### src/rtl/vga_face_sequencer.sv
`default_nettype none
// ============================================================================
// Module      : vga_face_sequencer
// Description : Face-selection controller between the board switches and the
//               VGA face renderer. Synchronises and debounces the raw switch
//               selector, clamps it to the number of stored faces, and
//               commits a new face only on a frame boundary so a face never
//               tears mid-frame. An optional auto mode steps through all
//               faces every AUTO_FRAMES frames.
// Ports       : clk_clk        - pixel-domain system clock
//               reset_reset_n  - asynchronous active-low reset
//               sw_sel         - raw asynchronous switch selector
//               auto_en        - 1 = auto-cycle mode (synchronous level)
//               frame_start    - one-cycle pulse at start of vertical blank
//               face_select    - committed face index to the renderer
//               face_changed   - one-cycle pulse when face_select changes
//               sel_stable     - debounced, clamped selector (debug/LED)
// Revision    : 1.0 - initial release
// ============================================================================
module vga_face_sequencer #(
  parameter int N_FACES         = 4,
  parameter int SEL_W           = 2,
  parameter int DEBOUNCE_CYCLES = 500000,
  parameter int AUTO_FRAMES     = 60,
  parameter int INIT_FACE       = 0
) (
  input  logic             clk_clk,
  input  logic             reset_reset_n,
  input  logic [SEL_W-1:0] sw_sel,
  input  logic             auto_en,
  input  logic             frame_start,
  output logic [SEL_W-1:0] face_select,
  output logic             face_changed,
  output logic [SEL_W-1:0] sel_stable
);

  localparam int CNT_W  = $clog2(DEBOUNCE_CYCLES);
  localparam int FCNT_W = (AUTO_FRAMES > 1) ? $clog2(AUTO_FRAMES) : 1;

  localparam logic [CNT_W-1:0]  c_cnt_last  = CNT_W'(DEBOUNCE_CYCLES - 1);
  localparam logic [FCNT_W-1:0] c_fcnt_last = FCNT_W'(AUTO_FRAMES - 1);
  localparam logic [SEL_W-1:0]  c_last_face = SEL_W'(N_FACES - 1);
  localparam logic [SEL_W-1:0]  c_init_face = SEL_W'(INIT_FACE);

  // Synchroniser
  logic [SEL_W-1:0]  sync1_q, sync1_d;
  logic [SEL_W-1:0]  sync2_q, sync2_d;
  // Debounce
  logic [SEL_W-1:0]  cand_q, cand_d;
  logic [CNT_W-1:0]  cnt_q, cnt_d;
  logic [SEL_W-1:0]  stable_q, stable_d;
  // Commit / auto sequencing
  logic [SEL_W-1:0]  face_q, face_d;
  logic              changed_q, changed_d;
  logic [FCNT_W-1:0] fcnt_q, fcnt_d;
  logic              auto_q, auto_d;

  logic [SEL_W-1:0]  w_cand_clamped;
  logic              w_mode_edge;

  // The clamp is applied as the debounced value is registered, so the stable
  // register is already the clamped, registered view driven onto sel_stable.
  assign w_cand_clamped = (cand_q > c_last_face) ? c_last_face : cand_q;

  // auto_q resets to 0, so auto_en held high through reset counts as an edge
  // on the first cycle after release; that only clears an already-clear fcnt.
  assign w_mode_edge = (auto_en != auto_q);

  always_comb begin
    sync1_d   = sw_sel;
    sync2_d   = sync1_q;
    cand_d    = cand_q;
    cnt_d     = cnt_q;
    stable_d  = stable_q;
    face_d    = face_q;
    changed_d = 1'b0;
    fcnt_d    = fcnt_q;
    auto_d    = auto_en;

    // Debounce: any change restarts the count; the count saturates once the
    // candidate has been steady long enough, re-accepting the same value.
    if (sync2_q != cand_q) begin
      cand_d = sync2_q;
      cnt_d  = '0;
    end else if (cnt_q == c_cnt_last) begin
      stable_d = w_cand_clamped;
    end else begin
      cnt_d = cnt_q + CNT_W'(1);
    end

    // Face commit. A mode change holds the face for that cycle and restarts
    // the frame count. The commit uses stable_q as it was before this edge,
    // so a simultaneous debounce update waits for the next frame_start.
    if (w_mode_edge) begin
      fcnt_d = '0;
    end else if (auto_en) begin
      if (frame_start) begin
        if (fcnt_q == c_fcnt_last) begin
          fcnt_d    = '0;
          changed_d = 1'b1;
          face_d    = (face_q == c_last_face) ? '0 : face_q + SEL_W'(1);
        end else begin
          fcnt_d = fcnt_q + FCNT_W'(1);
        end
      end
    end else if (frame_start && (stable_q != face_q)) begin
      face_d    = stable_q;
      changed_d = 1'b1;
    end
  end

  always_ff @(posedge clk_clk or negedge reset_reset_n) begin
    if (!reset_reset_n) begin
      sync1_q   <= '0;
      sync2_q   <= '0;
      cand_q    <= '0;
      cnt_q     <= '0;
      stable_q  <= '0;
      face_q    <= c_init_face;
      changed_q <= 1'b0;
      fcnt_q    <= '0;
      auto_q    <= 1'b0;
    end else begin
      sync1_q   <= sync1_d;
      sync2_q   <= sync2_d;
      cand_q    <= cand_d;
      cnt_q     <= cnt_d;
      stable_q  <= stable_d;
      face_q    <= face_d;
      changed_q <= changed_d;
      fcnt_q    <= fcnt_d;
      auto_q    <= auto_d;
    end
  end

  assign face_select  = face_q;
  assign face_changed = changed_q;
  assign sel_stable   = stable_q;

endmodule
`default_nettype wire

### config.mk
export PLATFORM = sky130hd
export DESIGN_NAME = vga_face_sequencer
export DESIGN_NICKNAME = d
export VERILOG_FILES = /design/src/rtl/vga_face_sequencer.sv
export SDC_FILE = /design/constraint.sdc
export NUM_CORES = 1
export LEC_CHECK = 0
export ABC_AREA = 1
export BUFFER_PORTS_ARGS = -buffer_cell sky130_fd_sc_hd__buf_4
export CORE_UTILIZATION = 30
export CTS_CLUSTER_SIZE = 25
export DETAILED_ROUTE_END_ITERATION = 10
export PLACE_DENSITY = 0.46
export SETUP_SLACK_MARGIN = 0.02
export SLEW_MARGIN = 15
export SYNTH_ARGS = -nofsm -noshare
export SYNTH_HDL_FRONTEND = slang
export SYNTH_SLANG_ARGS = --single-unit
### constraint.sdc
create_clock -name clk_clk -period 2.9 [get_ports clk_clk]
set_input_delay 0.29 -clock clk_clk [delete_from_list [all_inputs] [get_ports clk_clk]]
set_output_delay 0.29 -clock clk_clk [all_outputs]
set_load 0.03 [all_outputs]
* Yosys cells after proc, flatten, opt, wreduce, memory -nomap -nowiden
Index checks and enable logic that the tools add are counted.
** Storage, ports and cells
- Logic and storage cells :: 48
- Flip-flop bits (word level) :: 37
- Output and inout port bits :: 5
** Operators by class
- Add/sub/neg operators :: 3
- Order comparisons :: 1
- Reductions and logical operators :: 7
- Muxes and demuxes :: 17
- Equality and inequality tests :: 9
- Bitwise operators :: 2
** Operators with widths (number)
- 2-to-1 mux 19 bit :: 2
- 2-to-1 mux 6 bit :: 4
- adder 19 x 1 -> 19 bit, second input constant :: 1
- equality test 19 bit, second input constant :: 1
- 2-to-1 mux 2 bit :: 6
- adder 6 x 1 -> 6 bit, second input constant :: 1
- equality test 6 bit, second input constant :: 1
- nonzero test 2 bit :: 3
- 2-to-1 mux 1 bit :: 5
- != test 2 x 1 -> 1 bit, second input constant :: 2
- != test 2 bit :: 2
- AND reduction 2 bit :: 2
- AND reduction 4 bit :: 1
- adder 2 x 1 -> 2 bit, second input constant :: 1
- equality test 2 bit, second input constant :: 1
- > comparator 2 bit, second input constant :: 1
- != test 2 bit, second input constant :: 1
- NOT 1 bit :: 2
- logical AND 1 bit :: 1
- != test 1 bit :: 1

* Longest topological paths before layout
Gate-level depths: netlist of run 1.
- Word-level depth :: 5
- Mapped depth :: 9
- Depth with buffers taken out :: 9

* Worst setup path after synthesis of run 1
OpenSTA, ideal clock, no wires.
- Path type :: input-to-reg
- From :: input auto_en
- To :: register fcnt_q[3]
- Data arrival time :: 1211 ps
- Stages on the path :: 6
- Setup time :: 120 ps
- Setup slack :: 1568 ps
- Path through :: inv_1 ha_1 o21ai_1 nor2_1 xnor2_1 nor2_1
** On the way
- Longest elaborated chain between the ends :: 3
** Ends and longest elaborated chain
- start: declaration :: RTL line 30 : input logic auto_en,
- != test 1 bit :: RTL line 67 : assign w_mode_edge = (auto_en != auto_q);
- nonzero test 2 bit (no source line)
- AND reduction 2 bit (no source line)
- end signal: assignment :: RTL line 131 : fcnt_q <= fcnt_d;
- end: declaration :: RTL line 55 : logic [FCNT_W-1:0] fcnt_q, fcnt_d;
Parallel ways exist; a longest one is shown, timed or not.
A chain may end at the register's enable or synchronous reset.

* Worst setup path in the final report of run 1
- From :: register auto_q
- To :: register fcnt_q[2]
** On the way
- Longest elaborated chain between the ends :: 3
** Ends and longest elaborated chain
- start: declaration :: RTL line 56 : logic auto_q, auto_d;
- start signal: assignment :: RTL line 132 : auto_q <= auto_d;
- != test 1 bit (*) :: RTL line 67
- nonzero test 2 bit (no source line)
- AND reduction 2 bit (no source line)
Every way passes the cells marked *; elsewhere a longest branch is shown, timed or not.

==> results of run 1 <==
## where the power goes
part	total, uW	leakage (uW)	internal (uW)	switching, uW
Clock	547	0.0000687	346	201
Sequential	565	0.000496	540	25.1
Combinational	159	0.000577	54.8	105
## per-layer routing
| metal | vias to the layer above | GRT usage, % | part of all wire, % |
|---|---|---|---|
| met5 | - | 0 | 0 |
| met4 | 0 | 4.545 | 1.2 |
| met3 | 4 | 2.310 | 1.8 |
| met2 | 13 | 21.00 | 44 |
| met1 | 736 | 18.01 | 53 |
| li1 | 898 | - | - |
## sequential cells by signal, summed over array words and instances (netlist names)
register / flops
auto_q: 1
cand_q: 2
cnt_q: 19
face_changed: 1
face_select: 2
fcnt_q: 6
sel_stable: 2
sync1_q: 2
sync2_q: 2
## worst max path at each step
stage / start / to / cells after the start
final: auto_q / fcnt_q[2] / 7
after global routing: auto_q / fcnt_q[2] / 7
after CTS: auto_q / fcnt_q[2] / 7
after floorplan: auto_en / fcnt_q[3] / 6
after global placement: auto_en / fcnt_q[3] / 7
after detailed placement: auto_en / fcnt_q[2] / 8
## per-stage QoR
| stage | std cells | util (%) | total power, uW | cell area [sq um] |
|---|---|---|---|---|
| floorplan | 275 | - | 680.4 | 2111 |
| global placement | 378 | 33.66 | 735.6 | 2287 |
| detailed placement | 378 | 33.66 | 736.0 | 2287 |
| CTS | 387 | 35.84 | 1295 | 2435 |
| global route | 387 | 35.84 | 1339 | 2435 |
| finish | 387 | 35.84 | 1272 | 2435 |
## logic make-up (layout without fill, tap and decap cells)
logic type,Yosys count,after routing
adders and majority gates,4,4
xor gates and xnor gates,10,10
AOI/OAI and AO/OA,17,17
buffers and inverters,38,54
DFF,37,37
and+or+nand+nor,169,169
## cells in the mapped netlist (all sizes together)
master  instances  area (sq um)
nand2          71         286.5
nor2           52         261.5
dfrtp          37         925.9
inv            34         130.1
nand3          34         175.2
o21ai          11         58.81
xor2            7         61.31
nand4           6         43.79
a21oi           5         25.02
ha              4         50.05
or2             3         18.77
xnor2           3         26.28
clkbuf          2         7.510
and2            1         6.260
buf             1         11.26
clkinv          1         3.750
nand3b          1         7.510
nor3            1         5.000
o22ai           1         6.260
## final cells by class
cell class	count	area (sq um)	area share, %
Tap cell	96	120.1	4.933
Multi-Input combinational cell	200	1032	42.39
Clock buffer	5	68.82	2.826
Timing Repair Buffer	11	85.08	3.494
Clock inverter	3	68.82	2.826
Inverter	35	133.9	5.498
Sequential cell	37	925.9	38.03
## worst max-delay path, stage by stage (launching register included)
cell and delay (ns):
dfrtp_1 0.32, inv_1 0.04, ha_1 0.30, o21ai_1 0.39, inv_1 0.11, nand3_1 0.09, nand2_1 0.06, nor2_1 0.10
## layout by cell type (no fill, tap or decap), types with 4 or more instances in the layout
cell type,n
a21oi_1,5
xor2_1,7
inv_1,30
nor2_2,8
o21ai_0,8
nand2_2,5
nor2_4,4
nor2_1,39
clkbuf_8,5
nand4_1,5
dfrtp_1,37
buf_4,10
nand3_1,33
ha_1,4
nand2_1,65
==> metrics.yaml, run 1 <==
setup_viol: 0
hold_viol_final: 0
io_buffer_count: 10
pwr_density_cell_nw_per_um2: 522.2
ios: 11
grt_usage_pct: 13.17
gp_congestion: 0.7780
rsz0062_at_grt: "no"
hp-class: "in -> reg"
cp.arrival_ns: 1.69
synth-simple-area-share_pct: 38.11
synth_adder_area_share_pct: 2.371
start_util_pct: 31.07
synth_top_family_by_area: "simple AND/OR/NAND/NOR gates"
min_to: "sync1_q[0]"
via_count: 1651
rows: 30
syn_inst: 275
fillers: 715
synth-seq-cells: 37
fin_nets: 300
r2r_slack_ns: 1.44
setup-tns-final_ns: 0
syn2layout_area_growth_pct: 15.35
design.core.area_sq_um: 6794
max_freq_ghz: 0.6847
seq_area_frac_synth_pct: 43.86
r2r_end: "fcnt_q[2]"
ant_nets: 0
syn_avg_cell_area_sq_um: 7.676
dr.pass1.iters: 4
dieArea_sq_um: 7375
final.period_utilization_pct: 50.36
htree_levels: 2
hold_depth: 1
drv_slew: 0
syn_nets: 285
drc_errors: 0
ir_drop_mv: 0.1843
clkLatencyLatePin_ns: 0.29
vias_per_cell: 4.266
ys_types: 30
yosys_warnings: 0
overflow: 0
synth-compound-area-share_pct: 4.268
setup_slack_ns: 1.440
cts_buffer_depth: 2
cts-root-buf: "clkbuf_8"
dieHeight_microns: 85.88
grt_first_pass_wirelength_mm: 7.576
dp_hpwl_mm: 3.196
path_max_fanout: 7
grt_max_degree: 38
fin_skew_ns: 0.008008
r2r-start: "auto_q"
cap_violations: 0
mappedNetlistArea_sq_um: 2111
endpoint_kind: "register"
criticalPathCategory: "reg -> reg"
required_ns: 3.13
antenna_found_initial: 0
cts_made_buffers: 5
final_layout_size_suffix_gt1_share_pct: 16.15
cts_hold_buf: 1
path_clk_slew_ns: 0.08
rr_worst_depth: 7
status: "finished, final reports clean"
post-route-min-period_ns: 1.460
cts_resized: 0
n_antenna_cell: 0
wl_per_cell_microns: 11.07
crit_path_start_kind: "register"
fp.dieW_microns: 85.88
post_cts_buffers: 0
min-delay-start: "sw_sel[0]"
grt_pass1_vias: 1583
drt_wl_total_mm: 4.284
pre_cts_slack_ns: 1.293
cts_tree: "yes"
relSlewSlack_pct: 67.39
synth_mux_area_share_pct: 0
synth_xor_area_share_pct: 4.149
worst_pin_slew_ns: 0.4891
first_iter_violations: 31
p_leak_uw: 0.001142
holdWs_ns: 0.09967
cts.sinks: 37
Note: power is estimated with default switching activity, not from simulation.
==> run 2, diff against run 1 <==
Clock period 2.9 ns to 1.43 ns, I/O delays scaled along.
==> metrics.yaml, run 2 (synthesis gave the netlist of run 1 again) <==
status: "finished, final reports clean"
fp.dieW_microns: 85.88  # unchanged
drc_errors: 0  # unchanged
vias_per_cell: 4.402  # +3.2%
antenna_found_initial: 0  # unchanged
min-delay-start: "frame_start"
final_common_cell: "nand2_1"
dieArea_sq_um: 7375  # unchanged
path_clk_slew_ns: 0.08  # about the same
hold_viol_final: 0  # unchanged
cts.sinks: 37  # unchanged
cts_buffer_depth: 2  # unchanged
htree_levels: 2  # unchanged
drt_wl_total_mm: 4.500  # +5.0%
grt_usage_pct: 13.74  # +0.57 points
design.core.area_sq_um: 6794  # unchanged
dp_hpwl_mm: 3.354  # +5.0%
dr.pass1.iters: 4  # unchanged
criticalPathCategory: "reg -> reg"
final_layout_size_suffix_gt1_share_pct: 22.85  # +6.7 points
cap_violations: 0  # unchanged
wl_per_cell_microns: 11.31  # +2.1%
pre_cts_slack_ns: 0.01659  # -1.276 ns
relSlewSlack_pct: 67.48  # +0.092 points
holdWs_ns: 0.1866  # +0.08689 ns
final.period_utilization_pct: 92.07  # +42 points
cts_made_buffers: 5  # unchanged
syn2layout_area_growth_pct: 22.29
gp_congestion: 0.7877  # +1.2%
largest_reg_flops: 19  # unchanged
final_cell_mix: "63 x nand2_1, 38 x nor2_1, 37 x dfrtp_1"
rows: 30  # unchanged
n_antenna_cell: 0  # unchanged
io_buffer_count: 10  # unchanged
via_count: 1752  # +6.1%
overflow: 0  # unchanged
regMostFlops: "cnt_q"
clkLatencyLatePin_ns: 0.30  # about the same
grt_max_degree: 38  # unchanged
worst_pin_slew_ns: 0.4877  # -0.001387 ns
post-route-min-period_ns: 1.317  # -0.1438 ns
max_freq_ghz: 0.7595  # +11%
setup_slack_ns: 0.1134  # -1.326 ns
grt_pass1_vias: 1637  # +3.4%
required_ns: 1.62  # -1.51 ns
hp-class: "in -> reg"
cts-root-buf: "clkbuf_8"
fin_skew_ns: 0.004469  # -0.003539 ns
rsz0062_at_grt: "yes"
crit_path_start_kind: "register"
cts_tree: "yes"
drv_slew: 0  # unchanged
fin_nets: 311  # +3.7%
r2r-start: "fcnt_q[0]"
fin_util_pct: 37.99  # +2.2 points
path_max_fanout: 4  # -3
reg_top3: "cnt_q: 19 flops, fcnt_q: 6 flops"
finalPower_uw: 2472  # +94%
grt_first_pass_wirelength_mm: 7.879  # +4.0%
start_util_pct: 31.07  # unchanged
p_leak_uw: 0.001197  # +4.8%
setup_viol: 0  # unchanged
ir_drop_mv: 0.4911  # +170%
pwr_density_cell_nw_per_um2: 957.8  # +83%
endpoint_kind: "register"
ant_nets: 0  # unchanged
crit_path_start: "fcnt_q[0]"
ios: 11  # unchanged
first_iter_violations: 69  # +120%
setup-tns-final_ns: 0  # unchanged
cp.arrival_ns: 1.50  # -0.19 ns
dieHeight_microns: 85.88  # unchanged
run 2: timing repair:
item | CTS | global route
gates resized for setup | 0 | 21
hold endpoints to repair | 40 | 0
pin swaps | 0 | 3
hold buffers | 4 | 0
setup buffers | 1 | 3
setup endpoints to repair | 3 | 19
run 2: through the flow:
step,area [sq um],cells
after floorplan,2111,275
final,2581,398
after global routing,2581,398
after global placement,2317,382
after CTS,2480,395
after detailed placement,2317,382
run 2: power by group:
part	switching [uW]	leakage (uW)	internal (uW)
combinational	237	0.000646	148
clock	415	0.0000543	522
sequential	54.8	0.000496	1090
run 2: worst paths after layout:
path,to,slack (ns),cells past startpoint
max,face_select[1],0.11,8
max in group asynchronous,cnt_q[18],0.74,2
min in group asynchronous,fcnt_q[4],0.34,2
max reg2reg,face_select[1],0.11,8
min,fcnt_q[4],0.19,4
min reg2reg,sync2_q[0],0.36,0
run 2: worst max-delay path: stages, from the launching register on:
cell and delay (ns):
dfrtp_1 0.39, ha_2 0.20, inv_2 0.04, nor2_1 0.10, nand3b_1 0.14, nand2_2 0.13
nand3_4 0.09, nand2_1 0.07, nand2_1 0.05
run 2: routing by layer:
| layer | up-vias | track usage, % | routed length, microns |
|---|---|---|---|
| met1 | 813 | 19.59 | 2276 |
| met4 | 0 | 5.000 | 65 |
| met2 | 20 | 20.92 | 2020 |
| met5 | - | 0 | 0 |
| met3 | 5 | 2.310 | 137 |
| li1 | 914 | - | - |
run 2: area by class of cell:
| class | instances | area, sq um |
|---|---|---|
| Fill cell | 707 | 4213 |
| Sequential cell | 37 | 925.9 |
| Clock buffer | 5 | 68.82 |
| Tap cell | 96 | 120.1 |
| Inverter | 35 | 133.9 |
| Timing Repair Buffer | 22 | 175.2 |
| Multi-Input combinational cell | 200 | 1111 |
| Clock inverter | 3 | 46.29 |
==> run 3, diff against run 2 <==
Settings changed: BUFFER_PORTS_ARGS -buffer_cell sky130_fd_sc_hd__buf_4 to not set, CTS_BUF_LIST set to sky130_fd_sc_hd__clkbuf_8 sky130_fd_sc_hd__clkbuf_16, DONT_BUFFER_PORTS set to 1, PLACE_DENSITY 0.46 to 0.45.
==> metrics.yaml, run 3 (synthesis gave the netlist of run 1 again) <==
n_antenna_cell: 0  # unchanged
grt_max_degree: 38  # unchanged
r2r_end: "cnt_q[17]"
setup-tns-final_ns: 0  # unchanged
hold_viol_final: 0  # unchanged
overflow: 0  # unchanged
reg_top3: "cnt_q: 19 flops, fcnt_q: 6 flops"
grt_pass1_vias: 1693  # +3.4%
dr.pass1.iters: 4  # unchanged
holdWs_ns: 0.07195  # -0.1146 ns
grt_util_met3_pct: 3.272  # +0.96 points
path_clk_slew_ns: 0.08  # about the same
clkLatencyLatePin_ns: 0.30  # about the same
crit_path_frequent_cell: "nand3_1"
drv_slew: 0  # unchanged
io_buffer_count: 0  # -10
met2_usage_pct: 22.22  # +1.3 points
grt_usage_pct: 13.90  # +0.16 points
gp_congestion: 0.8327  # +5.7%
placedCellCount: 377  # -1.3%
setup_viol: 0  # unchanged
crit_chain: "nand3_1 > inv_2 > nand2_4 > nor2_2 > nand3_1 > nand2_1 > nor2_1"
final.period_utilization_pct: 91.63  # -0.44 points
rows: 30  # unchanged
min_to: "face_select[1]"
design.core.area_sq_um: 6794  # unchanged
final_cell_mix: "62 x nand2_1, 37 x nor2_1, 36 x dfrtp_1"
wl_per_cell_microns: 11.26  # -0.40%
critPathTopFamily: "simple AND/OR/NAND/NOR gates"
final_cell_count_no_fill: 391  # -1.8%
post-route-min-period_ns: 1.310  # -0.006329 ns
dp_hpwl_mm: 3.323  # -0.95%
hold_depth: 3  # -1
dieHeight_microns: 85.88  # unchanged
criticalPathCategory: "reg -> reg"
cap_violations: 0  # unchanged
cts_made_buffers: 5  # unchanged
slowest_delay_ns: 0.45  # +0.06 ns
r2r-start: "cnt_q[2]"
fin_area_sq_um: 2570  # -0.44%
place_area_sq_um: 2280  # -1.6%
rr_worst_depth: 7  # -1
grt-busiest-layer: "met2"
endpoint_kind: "register"
max_freq_ghz: 0.7632  # +0.48%
regMostFlops: "cnt_q"
relSlewSlack_pct: 80.71  # +13 points
start_util_pct: 31.07  # unchanged
fin_skew_ns: 0.009009  # +0.004540 ns
fp.dieW_microns: 85.88  # unchanged
ios: 11  # unchanged
r2r_slack_ns: 0.12  # about the same
worst_pin_slew_ns: 0.2882  # -0.1995 ns
final_layout_size_suffix_gt1_share_pct: 21.69  # -1.2 points
first_iter_violations: 64  # -7.2%
antenna_found_initial: 0  # unchanged
drt_wl_total_mm: 4.403  # -2.2%
path_buf_inv: 1  # unchanged
cp.arrival_ns: 1.50  # about the same
htree_levels: 2  # unchanged
p_leak_uw: 0.001177  # -1.7%
hp-class: "in -> reg"
cts_buffer_depth: 2  # unchanged
grtUsageMet1_pct: 18.92  # -0.67 points
crit_path_start_kind: "register"
cts-root-buf: "clkbuf_8"
ant_nets: 0  # unchanged
pwr_density_cell_nw_per_um2: 1021  # +6.6%
via_count: 1718  # -1.9%
ir_drop_mv: 0.5377  # +9.5%
vias_per_cell: 4.394  # -0.19%
cts_tree: "yes"
required_ns: 1.62  # about the same
fin_util_pct: 37.83  # -0.17 points
final_common_cell: "nand2_1"
status: "finished, final reports clean"
grt_first_pass_wirelength_mm: 8.004  # +1.6%
critPathSlowestCell: "dfrtp_1"
cts.sinks: 37  # unchanged
drc_errors: 0  # unchanged
path_max_fanout: 5  # +1
dieArea_sq_um: 7375  # unchanged
syn2layout_area_growth_pct: 21.75
fin_nets: 304  # -2.3%
largest_reg_flops: 19  # unchanged
min-delay-start: "auto_en"
rsz0062_at_grt: "yes"
-- run 3: where the power goes --
| group | internal, uW | switching, uW | total (uW) |
|---|---|---|---|
| sequential | 1100 | 45.9 | 1140 |
| clock | 702 | 415 | 1120 |
| combinational | 137 | 228 | 365 |
| total | 1930 | 690 | 2620 |
-- run 3: worst register-to-register path, delay by kind of cell (launching register included) --
family | cells | cell delay, ns
and+or+nand+nor | 6 | 0.60
buffers and inverters | 1 | 0.16
DFF | 1 | 0.45
-- run 3: per-stage QoR --
stage          total power, uW  worst slack (ns)
2_1_floorplan             1380            0.1030
3_3_place_gp              1471           0.04648
3_5_place_dp              1473           0.03797
4_1_cts                   2644           0.03010
5_1_grt                   2751          0.006533
6_report                  2624            0.1197
-- run 3: timing repair --
item                                    in CTS  in global routing
resized for setup                            0                 24
hold buffers                                 5                  0
endpoints found under the hold margin       40                  0
buffers inserted                             0                  1
endpoints found under the setup margin       0                 20
-- run 3: cell type report --
class / instances / area [sq um]
inverter: 35 / 133.9
multi-input combinational: 200 / 1116
fill: 709 / 4224
timing repair buffer: 15 / 135.1
clock inverter: 3 / 68.82
sequential: 37 / 927.1
clock buffer: 5 / 68.82
tap: 96 / 120.1
-- run 3: worst max path at each step --
stage                         start              to  slack, ns  cells past startpoint
after floorplan            cnt_q[0]        cnt_q[4]       0.10                      6
after global placement       auto_q       fcnt_q[3]       0.05                      6
after detailed placement   cnt_q[0]        cnt_q[4]       0.04                      6
after CTS                  cnt_q[0]   sel_stable[0]       0.03                      8
after global routing      fcnt_q[0]  face_select[1]      0.007                      8
final                      cnt_q[2]       cnt_q[17]       0.12                      7
-- run 3: routing by layer --
metal	vias to the layer above	part of all wire, %	wire [microns]
met3	4	2.6	115
met5	-	0	0
met4	0	0.93	41
met1	791	50	2218
li1	903	-	-
met2	20	46	2027
